### config.mk
export PLATFORM = sky130hd
export DESIGN_NAME = controle_mult
export DESIGN_NICKNAME = d
export VERILOG_FILES = /design/src/rtl/controle_mult_pkg.sv /design/src/rtl/controle_mult_contador_bits.sv /design/src/rtl/controle_mult.sv
export SDC_FILE = /design/constraint.sdc
export NUM_CORES = 1
export LEC_CHECK = 0
export ABC_AREA = 1
export CORE_AREA = 2 2 39 41
export CTS_BUF_LIST = sky130_fd_sc_hd__clkbuf_4
export CTS_CLUSTER_SIZE = 16
export DETAILED_ROUTE_END_ITERATION = 10
export DIE_AREA = 0 0 41 43
export PLACE_DENSITY = 0.4
export SYNTH_ARGS = -nofsm -noshare
export SYNTH_HDL_FRONTEND = slang
export SYNTH_SLANG_ARGS = --single-unit
### constraint.sdc
create_clock -name Clk -period 1.4 [get_ports Clk]
set_input_delay 0.28 -clock Clk [delete_from_list [all_inputs] [get_ports Clk]]
set_output_delay 0.28 -clock Clk [all_outputs]
set_load 0.01 [all_outputs]
### src/rtl/controle_mult_pkg.sv
// Shared definitions for the shift-and-add multiplier controller.
// This package holds the 3-bit state codes, the default operand width and the strobe decoder.
package controle_mult_pkg;

    localparam int N_DEFAULT = 4;

    localparam logic [2:0] S_IDLE  = 3'd0;
    localparam logic [2:0] S_LOAD  = 3'd1;
    localparam logic [2:0] S_TEST  = 3'd2;
    localparam logic [2:0] S_ADD   = 3'd3;
    localparam logic [2:0] S_SHIFT = 3'd4;
    localparam logic [2:0] S_DONE  = 3'd5;

    typedef struct packed {
        logic load;
        logic sh;
        logic ad;
        logic done;
    } strobes_t;

    // The counter never holds a value wider than N-1, so it needs at least one bit.
    function automatic int cnt_width(input int n);
        return (n <= 2) ? 1 : $clog2(n);
    endfunction

    // Each state drives at most one strobe, so the strobes can never overlap.
    function automatic strobes_t decode_state(input logic [2:0] state);
        strobes_t s;
        s = '0;
        case (state)
            S_LOAD:  s.load = 1'b1;
            S_ADD:   s.ad   = 1'b1;
            S_SHIFT: s.sh   = 1'b1;
            S_DONE:  s.done = 1'b1;
            default: s = '0;
        endcase
        return s;
    endfunction

endpackage

### src/rtl/controle_mult_contador_bits.sv
// Counter of the multiplier bits processed so far, with a synchronous clear and an enable.
// tc flags the last bit; the count saturates there instead of wrapping.
module contador_bits
    import controle_mult_pkg::*;
#(
    parameter int N = N_DEFAULT
)
(
    input  logic clk,
    input  logic rst_n,
    input  logic clr,
    input  logic en,
    output logic tc
);

    localparam int           W    = cnt_width(N);
    localparam logic [W-1:0] LAST = W'(N - 1);

    logic [W-1:0] count;

    always_ff @(posedge clk) begin
        if (!rst_n) begin
            count <= '0;
        end else if (clr) begin
            count <= '0;
        end else if (en && (count != LAST)) begin
            count <= count + 1'b1;
        end
    end

    assign tc = (count == LAST);

endmodule

### src/rtl/controle_mult.sv
// Moore FSM that sequences a shift-and-add multiplier accumulator (Load/Ad/Sh strobes, Done flag).
// Optional macro CONTROLE_DONE_HOLD_EN keeps DONE asserted while St stays high.
module controle_mult
    import controle_mult_pkg::*;
#(
    parameter int N = N_DEFAULT
)
(
    input  logic Clk,
    input  logic Rst_n,
    input  logic St,
    input  logic M,
    output logic Load,
    output logic Sh,
    output logic Ad,
    output logic Done
);

    logic [2:0] state;
    logic [2:0] state_next;
    logic       cnt_clr;
    logic       cnt_en;
    logic       cnt_tc;
    strobes_t   strb;

    contador_bits #(.N(N)) u_contador (
        .clk   (Clk),
        .rst_n (Rst_n),
        .clr   (cnt_clr),
        .en    (cnt_en),
        .tc    (cnt_tc)
    );

    always_ff @(posedge Clk) begin
        if (!Rst_n) begin
            state <= S_IDLE;
        end else begin
            state <= state_next;
        end
    end

    always_comb begin
        state_next = state;
        case (state)
            S_IDLE:  state_next = St ? S_LOAD : S_IDLE;
            S_LOAD:  state_next = S_TEST;
            S_TEST:  state_next = M ? S_ADD : S_SHIFT;
            S_ADD:   state_next = S_SHIFT;
            S_SHIFT: state_next = cnt_tc ? S_DONE : S_TEST;
`ifdef CONTROLE_DONE_HOLD_EN
            S_DONE:  state_next = St ? S_DONE : S_IDLE;
`else
            S_DONE:  state_next = S_IDLE;
`endif
            default: state_next = S_IDLE;
        endcase
    end

    // The counter advances on every shift except the last, so it still reads N-1 when DONE is entered.
    assign cnt_clr = (state == S_LOAD);
    assign cnt_en  = (state == S_SHIFT) && !cnt_tc;

    assign strb = decode_state(state);
    assign Load = strb.load;
    assign Sh   = strb.sh;
    assign Ad   = strb.ad;
    assign Done = strb.done;

endmodule

Word-level counts from Yosys, hierarchy flattened --
Index checks and enable logic that the tools add are counted. Widths: inputs -> output; s select.
Word-level totals: bits in latches 0, register bits 5, RAM bits 0, output and inout bits 4, memory bits (read-only) 0, memories kept 0, word-level logic and storage cells 24
Cells by class: reductions and logical operators 5, shift-type cells 0, bitwise gates (word level) 1, add/subtract/negate cells 1, multiply operators 0, magnitude comparators 0, equality and inequality tests 7, multiplexer cells 8, div/mod/pow operators 0
Operator list (number):
- $pmux 3 s5 | 1
- $eq 3x2->1 const B | 2
- $eq 3x3->1 const B | 2
- $mux 3 | 2
- $mux 1 | 5
- $eq 3x1->1 const B | 1
- $logic_not 3->1 | 1
- $add 2x1->2 const B | 1
- $eq 2x2->1 const B | 1
- $logic_and 1x1->1 | 2
- $ne 2x2->1 const B | 1
- $reduce_or 2->1 | 1
- $logic_not 1->1 | 1
- $not 1->1 | 1

Logic depth before layout (Yosys ltp) --
Gate-level depths: netlist of the first run.
word-level depth 4, depth in mapped cells 6

Modules after synthesis --
From an unflattened synthesis of the first run, not the netlist that was laid out.
Unflattened totals: cells, all modules 49, area total of the unflattened synthesis 295.3 um2
Modules (own cells, without submodules):
- controle_mult | area each 185.2 um2, times used 1, cells an instance 32
- contador_bits | area each 110.1 um2, times used 1, cells an instance 17

Least setup slack after synthesis of the first run --
OpenSTA, ideal clock, no wires.
kind reg-to-output, start point reg state[0], end point out Done, data required time 1.120 ns, path slack 0.352 ns, cell stages (with the launch flop) 3, arrival time 0.768 ns, cell sequence dfxtp_1 -> inv_1 -> nor3_1
On the way: word-level cells in the longest chain between the ends 2
RTL lines:
- start, declared | line controle_mult.sv:19 | logic [2:0] state;
- start signal, assigned | line controle_mult.sv:38 | state <= state_next;
- $eq 3x3->1 | line controle_mult_pkg.sv:30 | case (state)
- $mux 1 | line controle_mult_pkg.sv:30
- end, declared | line controle_mult.sv:16 | output logic Done
No other way between the ends.

Worst setup path in the final report of the first run --
start point reg state[1], end point out Ad
On the way: word-level cells in the longest chain between the ends 2
RTL lines:
- $eq 3x2->1 | line controle_mult_pkg.sv:30
- $mux 1 | line controle_mult_pkg.sv:30
- end, declared | line controle_mult.sv:15 | output logic Ad,
No other way between the ends.

==> results of run 1 <==
## report_power, final
group / switching, µW / total, µW / internal, µW
Clock: 61.2 / 188 / 127
Combinational: 41.6 / 89.0 / 47.4
Sequential: 8.32 / 161 / 152
## path summary, 6_finish.rpt
check	startpoint	endpoint	slack (ns)	cells past startpoint
hold reg to reg	u_contador.count[0]$_SDFFE_PP0P_	u_contador.count[0]$_SDFFE_PP0P_	0.48	2
hold / removal	u_contador.count[0]$_SDFFE_PP0P_	u_contador.count[0]$_SDFFE_PP0P_	0.48	2
setup / recovery	state[1]$_SDFF_PN0_	Ad	0.06	3
setup reg to reg	state[0]$_SDFF_PN0_	u_contador.count[1]$_SDFFE_PP0P_	0.37	5
## area by class of cell
cell class,count,area [µm²],area share [%]
well taps,16,20.0,4.40
clock buffers,4,30.0,6.59
multi-input cells,27,146,32.1
inverters,12,45.0,9.89
repair buffers,13,111,24.5
flip-flops and latches,5,103,22.5
## state kept, by name (all words and copies together), names as in the netlist
signal,cells
state,3
u_contador.count,2
## worst reg2reg max path, delay by kind of cell, from the launching register on
family	cells	cell delay [ns]
buffers and inverters	1	0.13
DFF	1	0.34
and+or+nand+nor	4	0.46
## routing by layer
metal	vias up	track usage (%)
li1	171	-
met1	129	10.9
met2	6	10.6
met3	2	1.57
met4	0	12.0
met5	-	0
## layout by cell type (no fill, tap or decap), types with 3 or more instances in the layout
cell,instances
inv_1,10
nor2_1,5
clkdlybuf4s50_1,3
buf_4,6
nand3_1,3
nor3_1,3
dfxtp_1,3
clkbuf_4,4
nand2_1,6
## metrics by stage
step,power [µW],setup TNS (ns),utilization [%]
2_1_floorplan,205,0,-
3_3_place_gp,254,-0.211,30.8
3_5_place_dp,253,-0.120,30.8
4_1_cts,450,0,32.9
5_1_grt,468,0,32.9
6_report,438,0,32.9
## cell families (layout without fill, tap and decap cells)
group / after synthesis / after routing / synth area share, %
and+or+nand+nor: 23 / 23 / 39.9
adders and majority gates: 1 / 1 / 4.29
DFF: 5 / 5 / 34.3
buffers and inverters: 12 / 29 / 15.4
AOI/OAI and AO/OA: 3 / 3 / 6.01
==> summary.md, run 1 <==
| Metric | Value |
|---|---|
| Status | finished clean |
| Peak VDD IR | 0.000387 V |
| Crit-path leading delay family | flip-flops |
| Syn-to-layout area delta | 56.2% |
| Area post-placement | 427 µm² |
| Top Layer Used | met4 |
| Skew final | 0.00159 ns |
| First-pass GRT wire length | 1000 µm |
| Top post-synthesis cells by count | inv_1 (10), nand2_1 (6), dfxtp_1 (5), nor2_1 (5) |
| Seq cells post-synth | 5 |
| Hold WS | 0.483 ns |
| Fmax | 0.747 GHz |
| Worst skew pair latency | 0.24 ns |
| Cell area after layout | 455 µm² |
| Post-route insts no fill | 77 |
| Req. time, crit path | 1.12 ns |
| Leakage Power | 0.000232 µW |
| Ports | 8 |
| Maximum fanout along the worst path | 4 |
| RSZ-0062 raised after global routing | false |
| Longest Clk Path Bufs | 2 |
| Worst-Margin Slew | 0.185 ns |
| Slowest cell on crit path | dfxtp_2 |
| Met3 WL post-DR | 34 µm |
| Primary FF master, synth | dfxtp_1 |
| Gate Count Post-Synth | 44 |
| Clock-pin slew on the worst setup and hold paths | 0.04 ns |
| Die area | 1760 µm² |
| Root buffer cell | clkbuf_4 |
| Worst Setup Path Type | flop to primary output |
| DR WL/cell | 8.23 µm |
| Postcts setup bufs | 0 |
| Worst setup SP type | flop |
| Die width | 41 µm |
| Arrival time of the worst setup path | 1.06 ns |
| CORE AREA | 1380 µm² |
| Initial antenna violation count | 0 |
| Setup violators final | 0 |
| CTS sink count | 5 |
| Area contributors post-synth | dfxtp_1 (34%), inv_1 (13%), nand2_1 (7.7%) |
| Vias/cell | 4.00 |
| Avg Cell Area, Syn | 6.63 µm² |
| Max-Cap Viols | 0 |
| Ys async rst share | 0% |
| Cts bufs inserted | 3 |
| Crit share post-route | 95.6% |
| Antenna diodes | 0 |
| Post-synthesis sequential area ratio | 34.3% |
| Placed instance count | 73 |
| Total grt overflow | 0 |
| Largest net degree at the start of global routing | 6 |
| Biggest area consumer among synthesized cells | dfxtp_1 |
| EDFF count, synth | 0 |
| Total Routing Usage GR | 8.94% |
| H-Tree Depth | 1 |
| Fin worst setup slack | 0.0609 ns |
| Nets@finish | 67 |
| Max_slew headroom | 87.7% |
| Drt total wl | 634 µm |
| Hold Vio Cnt, Final | 0 |
| Pre-CTS setup slack | -0.0699 ns |
| Worst Setup End Kind | primary output |
| IO buf count | 7 |
| Post-synth top area share | 34.3% |
| Vias in the first global route | 257 |
| Fillers | 152 |
| Residual DRC | 0 |
| PwrDens | 962 nW/µm² |
| Tmin final | 1.34 ns |
| Post-CTS Hold Fix Bufs | 0 |
| Slew Viols, Final | 0 |
| Mapped Area | 292 µm² |
| Synth Warn # | 0 |
| Wl on met1 | 303 µm |
| Final ANT Viol Nets | 0 |
| Cell variety after synth | 16 |
| Met2 Wirelength | 288 µm |
| DRT iter0 DRCs | 8 |
| Post-Syn Nets | 49 |
| Critical path cell sequence | inv_1, nor3_1, clkdlybuf4s15_2 |
| Die height | 43 µm |
| Starting Density | 21.1% |
| Drt pass-1 iters | 4 |
| Post-CTS sizing | 7 |
| Post-DP HPWL | 503 µm |
| Buf+Inv Stages, Crit Path | 2 |
| Final GP Congestion | 0.655 |
| Count leader, synth | inv_1 |
| DR vias | 308 |
| Max stage delay on crit path | 0.34 ns |
| CTS tree | built |
| Std-Cell Rows | 14 |
| Share of cells above drive strength 1 | 32.8% |
| Worst Hold Class | flop to flop |
Power figures use the tool's default switching activity.
==> run 2: changes to the inputs <==
--- a/config.mk
+++ b/config.mk
@@ -6,6 +6,7 @@
 export NUM_CORES = 1
 export LEC_CHECK = 0
 export ABC_AREA = 1
+export CAP_MARGIN = 15
 export CORE_AREA = 2 2 39 41
 export CTS_BUF_LIST = sky130_fd_sc_hd__clkbuf_4
 export CTS_CLUSTER_SIZE = 16
==> results of run 2 <==
Final layout, timing and power as in run 1 (identical DEF).
